<file path="src/rtl/stack_ctrl.sv">
// rtl/stack_ctrl.sv - data/return stack sequencer with valid/ready command port and memory strobes (optional guard: STACK_CTRL_GUARD_EN)
module stack_ctrl #(
    parameter int             AW       = 8,
    parameter int             DW       = 8,
    parameter int             DEPTH    = 64,
    parameter logic [AW-1:0]  SP_RESET = 8'hFF
) (
    input  logic          clk,
    input  logic          rst,
    input  logic          cmd_valid,
    output logic          cmd_ready,
    input  logic [1:0]    cmd_op,
    input  logic [DW-1:0] cmd_data,
    input  logic [DW-1:0] cmd_flags,
    output logic          rsp_valid,
    output logic [DW-1:0] rsp_data,
    output logic [DW-1:0] rsp_flags,
    output logic          rsp_err,
    output logic [AW-1:0] mem_addr,
    output logic [DW-1:0] mem_wdata,
    output logic          mem_we,
    output logic          mem_re,
    input  logic [DW-1:0] mem_rdata,
    output logic [AW-1:0] sp,
    output logic [AW-1:0] depth,
    output logic          err_ovf,
    output logic          err_udf
);

    localparam logic [1:0] OP_PUSH = 2'b00;
    localparam logic [1:0] OP_POP  = 2'b01;
    localparam logic [1:0] OP_CALL = 2'b10;
    localparam logic [1:0] OP_RET  = 2'b11;

    typedef enum logic [2:0] {
        S_IDLE, S_WR_A, S_WR_B, S_RD_A, S_RD_WA, S_RD_B, S_RD_WB, S_DONE
    } state_t;

    state_t        r_state;
    state_t        w_next;
    logic [1:0]    r_op;
    logic [DW-1:0] r_data;
    logic [DW-1:0] r_flags;
    logic [AW-1:0] r_sp;
    logic [AW-1:0] r_depth;
    logic [DW-1:0] r_rsp_data;
    logic [DW-1:0] r_rsp_flags;
    logic          w_accept;
    logic          w_reject;

    assign w_accept = cmd_valid && (r_state == S_IDLE);

`ifdef STACK_CTRL_GUARD_EN
    localparam logic [AW:0] LP_PUSH_MAX = (AW+1)'(DEPTH - 1);
    localparam logic [AW:0] LP_CALL_MAX = (AW+1)'(DEPTH - 2);

    logic r_rsp_err;
    logic r_err_ovf;
    logic r_err_udf;

    // Capacity check on the command being offered: overflow for writes, underflow for reads
    always_comb begin
        w_reject = 1'b0;
        case (cmd_op)
            OP_PUSH: w_reject = {1'b0, r_depth} > LP_PUSH_MAX;
            OP_CALL: w_reject = {1'b0, r_depth} > LP_CALL_MAX;
            OP_POP:  w_reject = r_depth == '0;
            OP_RET:  w_reject = r_depth < AW'(2);
            default: w_reject = 1'b0;
        endcase
    end

    // Error response per command plus sticky flags that only reset clears
    always_ff @(posedge clk) begin
        if (!rst) begin
            r_rsp_err <= 1'b0;
            r_err_ovf <= 1'b0;
            r_err_udf <= 1'b0;
        end else if (w_accept) begin
            r_rsp_err <= w_reject;
            if (w_reject && !cmd_op[0]) r_err_ovf <= 1'b1;
            if (w_reject &&  cmd_op[0]) r_err_udf <= 1'b1;
        end
    end

    assign rsp_err = r_rsp_err;
    assign err_ovf = r_err_ovf;
    assign err_udf = r_err_udf;
`else
    assign w_reject = 1'b0;
    assign rsp_err  = 1'b0;
    assign err_ovf  = 1'b0;
    assign err_udf  = 1'b0;
`endif

    // State register
    always_ff @(posedge clk) begin
        if (!rst) r_state <= S_IDLE;
        else      r_state <= w_next;
    end

    // Next-state sequencing: writes go one or two slots down, reads come back up
    always_comb begin
        w_next = r_state;
        case (r_state)
            S_IDLE: begin
                if (cmd_valid) begin
                    if (w_reject)                                  w_next = S_DONE;
                    else if (cmd_op == OP_PUSH || cmd_op == OP_CALL) w_next = S_WR_A;
                    else                                           w_next = S_RD_A;
                end
            end
            S_WR_A:  w_next = (r_op == OP_CALL) ? S_WR_B : S_DONE;
            S_WR_B:  w_next = S_DONE;
            S_RD_A:  w_next = S_RD_WA;
            S_RD_WA: w_next = (r_op == OP_RET) ? S_RD_B : S_DONE;
            S_RD_B:  w_next = S_RD_WB;
            S_RD_WB: w_next = S_DONE;
            S_DONE:  w_next = S_IDLE;
            default: w_next = S_IDLE;
        endcase
    end

    // Command latch, stack pointer/depth bookkeeping and read-data capture
    always_ff @(posedge clk) begin
        if (!rst) begin
            r_op        <= OP_PUSH;
            r_data      <= '0;
            r_flags     <= '0;
            r_sp        <= SP_RESET;
            r_depth     <= '0;
            r_rsp_data  <= '0;
            r_rsp_flags <= '0;
        end else begin
            case (r_state)
                S_IDLE: begin
                    if (cmd_valid) begin
                        r_op        <= cmd_op;
                        r_data      <= cmd_data;
                        r_flags     <= cmd_flags;
                        r_rsp_data  <= '0;
                        r_rsp_flags <= '0;
                    end
                end
                S_WR_A, S_WR_B: begin
                    r_sp    <= r_sp - AW'(1);
                    r_depth <= r_depth + AW'(1);
                end
                S_RD_A, S_RD_B: begin
                    r_sp    <= r_sp + AW'(1);
                    r_depth <= r_depth - AW'(1);
                end
                S_RD_WA: begin
                    if (r_op == OP_RET) r_rsp_flags <= mem_rdata;
                    else                r_rsp_data  <= mem_rdata;
                end
                S_RD_WB: r_rsp_data <= mem_rdata;
                default: ;
            endcase
        end
    end

    // Memory port and handshake decode; strobes are killed while reset is held
    always_comb begin
        cmd_ready = (r_state == S_IDLE);
        rsp_valid = rst && (r_state == S_DONE);
        mem_we    = rst && (r_state == S_WR_A || r_state == S_WR_B);
        mem_re    = rst && (r_state == S_RD_A || r_state == S_RD_B);
        mem_addr  = '0;
        mem_wdata = '0;
        case (r_state)
            S_WR_A: begin mem_addr = r_sp; mem_wdata = r_data;  end
            S_WR_B: begin mem_addr = r_sp; mem_wdata = r_flags; end
            S_RD_A, S_RD_B: mem_addr = r_sp + AW'(1);
            default: ;
        endcase
    end

    assign rsp_data  = r_rsp_data;
    assign rsp_flags = r_rsp_flags;
    assign sp        = r_sp;
    assign depth     = r_depth;

endmodule

</file>
<file path="config.mk">
export PLATFORM = sky130hd
export DESIGN_NAME = stack_ctrl
export DESIGN_NICKNAME = d
export VERILOG_FILES = /design/src/rtl/stack_ctrl.sv
export SDC_FILE = /design/constraint.sdc
export NUM_CORES = 1
export LEC_CHECK = 0
export ABC_AREA = 1
export BUFFER_PORTS_ARGS = -buffer_cell sky130_fd_sc_hd__buf_2
export CORE_UTILIZATION = 40
export CTS_CLUSTER_SIZE = 30
export DETAILED_ROUTE_END_ITERATION = 8
export GPL_TIMING_DRIVEN = 0
export HOLD_SLACK_MARGIN = 0.12
export SETUP_SLACK_MARGIN = 0.3
export SLEW_MARGIN = 25
export SYNTH_ARGS = -nofsm -noshare
export SYNTH_HDL_FRONTEND = slang
export SYNTH_SLANG_ARGS = --single-unit
export TNS_END_PERCENT = 30
</file>
<file path="constraint.sdc">
create_clock -name clk -period 3.7 [get_ports clk]
set_clock_uncertainty 0.15 [all_clocks]
set_input_delay 0.74 -clock clk [delete_from_list [all_inputs] [get_ports clk]]
set_output_delay 0.74 -clock clk [all_outputs]
set_load 0.05 [all_outputs]
</file>
==> impl_metrics.py <==
metrics = {
    "detailed_routing": {
        "remaining_drcs": 0,
        "vias_per_cell": 4.91,
        "route.detailed.wl_per_inst_um": 12.2,
        "detailedRoute.firstIterationViolations": 149,
        "ant_nets": 0,
        "route.vias.total": 2873,
        "drt_pre_antenna_iters": 4,
        "wl_um": 7170,
    },
    "timing": {
        "timing_max_transition_violations_final": 0,
        "worst_slew_margin_rel_pct": 61.3,
        "timing.final.ws_setup_ps": 607,
        "finalHoldViolations": 0,
        "setup-violations-final": 0,
        "max_freq_ghz": 0.323,
        "final.period_utilization_pct": 83.6,
        "grt_setup_unrepaired": "false",
        "final_period_minus_worst_setup_slack_ps": 3090,
        "timing_worst_slew_pin_value_ps": 581,
        "setup-tns-final_ps": 0,
    },
    "global_routing": {
        "grt_util_all_layers_pct": 20.4,
        "grt.overflow.total": 0,
        "use_met2_pct": 34.4,
        "met3_grt_util_pct": 4.62,
        "pin_count_of_the_biggest_net_entering_global_routing": 17,
        "most_utilized_layer_in_the_global_route_result": "met2",
        "wire_length_of_the_first_global_routing_pass_um": 12100,
        "grt_antenna_before_repair": 0,
        "first_global_vias": 2671,
        "grt.met1_usage_pct": 26.4,
    },
    "floorplanning": {
        "dieHeight_um": 85.9,
        "die-width_um": 85.9,
        "boundaryPins": 84,
        "initial_core_util_pct": 41.5,
        "core_region_area_um2": 6790,
        "placement_rows": 30,
        "die_area_um2": 7380,
    },
    "layout": {
        "num-fill-cells": 722,
        "fin_nets": 527,
        "final_cell_mix": "sky130_fd_sc_hd__buf_2 (83), sky130_fd_sc_hd__nand2_1 (70), sky130_fd_sc_hd__dfxtp_1 (53), sky130_fd_sc_hd__inv_1 (49), sky130_fd_sc_hd__a21oi_1 (46)",
        "syn_to_final_growth_pct": 21.8,
        "layout.cells.most_common": "sky130_fd_sc_hd__buf_2",
        "drive_above_1_share_pct": 24.3,
        "num_antenna_cells": 0,
    },
    "power": {
        "p_per_area_nw_per_um2": 997,
        "peakVddDrop_mv": 0.351,
        "power.static_leakage_nw": 1.71,
        "post_route_total_power_mw": 3.42,
    },
    "worst_setup_path": {
        "reg2reg_depth": 13,
        "r2r-start": "r_state[2]",
        "required_time_reported_for_the_critical_path_endpoint_ps": 2810,
        "critical_path_class": "register to output pin",
        "endpoint_kind": "output pin",
        "crit_arrival_ps": 2200,
        "regToRegSetupSlack_ps": 1170,
        "r2r_end": "depth[5]",
        "worst_setup_path_start_kind": "register",
        "crit_path_max_fanout": 9,
    },
    "clock_tree": {
        "tritoncts.num_buffers": 5,
        "cts_tree": "done",
        "cts-root-buf": "sky130_fd_sc_hd__clkbuf_8",
        "number_of_hold_repair_buffers_added_at_the_cts_stage": 0,
        "worst_setup_hold_path_clk_slew_ps": 100,
        "insertion_delay_to_the_later_sink_of_the_worst_skew_pair_ps": 310,
        "cts_repair_resize_count": 0,
        "deepest_clock_path_buffer_count": 2,
        "postCtsSetupRepairBufs": 0,
        "deepest_level_of_the_cts_h_tree": 2,
        "cts_num_sinks": 53,
    },
    "placement": {
        "place.gp.congestion": 0.877,
        "pre_cts_slack_ps": 947,
        "half_perimeter_wire_length_after_placement_um": 5270,
        "port_buffers": 80,
    },
    "status": {
        "run_status": "complete, no violations",
    },
    "flow_run": {
        "maxCapViolCount": 0,
    },
    "min_path": {
        "hold_path_class": "register to register",
        "timing.hold.worst_path_depth": 2,
        "hold_start": "r_data[2]",
        "whs_endpoint": "r_data[2]",
    },
    "synth": {
        "synth_seq_cells": 53,
        "synth.distinct_cells": 35,
        "synthesis.instances": 400,
        "synth_sequential_area_ratio_pct": 37.7,
        "syn_avg_cell_area_um2": 7.04,
        "yosysWarningCount": 0,
        "post_synthesis_instance_area_um2": 2820,
    },
}
synthesized netlist by cell type:
master                      n  area, um^2
sky130_fd_sc_hd__nand2_2    3        18.8
sky130_fd_sc_hd__nor3_1     3        15.0
sky130_fd_sc_hd__ha_1       8         100
sky130_fd_sc_hd__nor2_8     1        20.0
sky130_fd_sc_hd__nor2_4     2        22.5
sky130_fd_sc_hd__a21oi_1   46         230
sky130_fd_sc_hd__a21o_1     1        7.51
sky130_fd_sc_hd__buf_6      5        56.3
sky130_fd_sc_hd__o21ai_0   41         205
sky130_fd_sc_hd__conb_1     1        3.75
sky130_fd_sc_hd__nand2_4    2        22.5
sky130_fd_sc_hd__o21bai_1   3        22.5
sky130_fd_sc_hd__nand3_1   43         215
sky130_fd_sc_hd__dfxtp_1   53        1060
sky130_fd_sc_hd__inv_1     49         184
sky130_fd_sc_hd__or2_2      4        25.0
sky130_fd_sc_hd__nand2_1   70         263
sky130_fd_sc_hd__buf_2      3        15.0
sky130_fd_sc_hd__nand3_2    1        10.0
sky130_fd_sc_hd__inv_2      5        18.8
sky130_fd_sc_hd__xor2_1     1        8.76
sky130_fd_sc_hd__nand4_1    4        25.0
sky130_fd_sc_hd__nor2_1    20        75.1
sky130_fd_sc_hd__inv_4      1        6.26
sky130_fd_sc_hd__clkinv_1   2        7.51
sky130_fd_sc_hd__clkbuf_1   5        18.8
sky130_fd_sc_hd__and2_1     1        6.26
sky130_fd_sc_hd__a31oi_1    1        6.26
sky130_fd_sc_hd__o211ai_1   1        7.51
sky130_fd_sc_hd__xnor2_1    1        8.76
sky130_fd_sc_hd__nor2_2     1        6.26
sky130_fd_sc_hd__o22ai_1    8        50.1
sky130_fd_sc_hd__fa_1       1        20.0
sky130_fd_sc_hd__buf_4      4        30.0
sky130_fd_sc_hd__o21ai_1    5        25.0
cell families after synthesis:
| logic type | count (synthesis) | share of synthesized area [%] |
|---|---|---|
| AOI/OAI and AO/OA | 106 | 19.7 |
| xor gates and xnor gates | 2 | 0.622 |
| adders and majority gates | 9 | 4.26 |
| buffers and inverters | 74 | 11.9 |
| DFF | 53 | 37.7 |
| other | 1 | 0.133 |
| and+or+nand+nor | 155 | 25.7 |
per-stage QoR:
step | cells | hold slack [ps] | util (%) | area, um^2
finish | 585 | 308 | 50.5 | 3430
global route | 585 | 330 | 50.5 | 3430
CTS | 585 | 311 | 50.5 | 3430
detailed placement | 578 | 296 | 49.2 | 3350
global placement | 578 | 290 | 49.2 | 3350
floorplan | 402 | 280 | - | 2830
worst max path at each step:
stage | start | endpoint | slack [ps] | depth (start not counted)
finish | r_state[0] | mem_addr[1] | 610 | 8
global route | r_state[0] | mem_addr[1] | 430 | 8
CTS | r_state[0] | mem_addr[1] | 590 | 8
detailed placement | r_state[0] | mem_addr[1] | 950 | 8
global placement | r_state[0] | mem_addr[1] | 910 | 8
floorplan | r_state[0] | mem_addr[1] | 710 | 7
where the power goes:
| group | internal, mW | switching [mW] | total [mW] |
|---|---|---|---|
| logic | 0.576 | 1.64 | 2.22 |
| registers | 0.741 | 0.122 | 0.864 |
| clock network | 0.131 | 0.205 | 0.336 |
| total | 1.45 | 1.97 | 3.42 |
worst max-delay path, stage by stage (launching register included):
cell                       delay [ps]
sky130_fd_sc_hd__dfxtp_1          340
sky130_fd_sc_hd__buf_6            140
sky130_fd_sc_hd__nand2_1           70
sky130_fd_sc_hd__nor2_1           130
sky130_fd_sc_hd__clkinv_1         290
sky130_fd_sc_hd__nand2_1          200
sky130_fd_sc_hd__inv_1            170
sky130_fd_sc_hd__o21ai_0          240
sky130_fd_sc_hd__buf_2            310
registers in the layout, summed over array words and instances (netlist names):
signal / flops
depth: 8
r_op: 2
rsp_flags: 8
rsp_data: 8
r_flags: 8
r_data: 8
r_state: 3
sp: 8
cell type report:
cell class,count,area (um^2),area share [%]
clock inverter,2,16.3,0.474
clock buffer,5,68.8,2.01
sequential,53,1060,30.9
multi-input combinational,275,1430,41.6
timing repair buffer,80,400,11.7
inverter,57,216,6.31
buffer,17,120,3.50
tap,96,120,3.50
layer usage:
layer | share of wire (%) | wire (um)
met4 | 0.47 | 34
met2 | 45 | 3200
met5 | 0 | 0
met3 | 7.1 | 507
met1 | 48 | 3420
No activity file was read; power rests on OpenSTA's default activity.
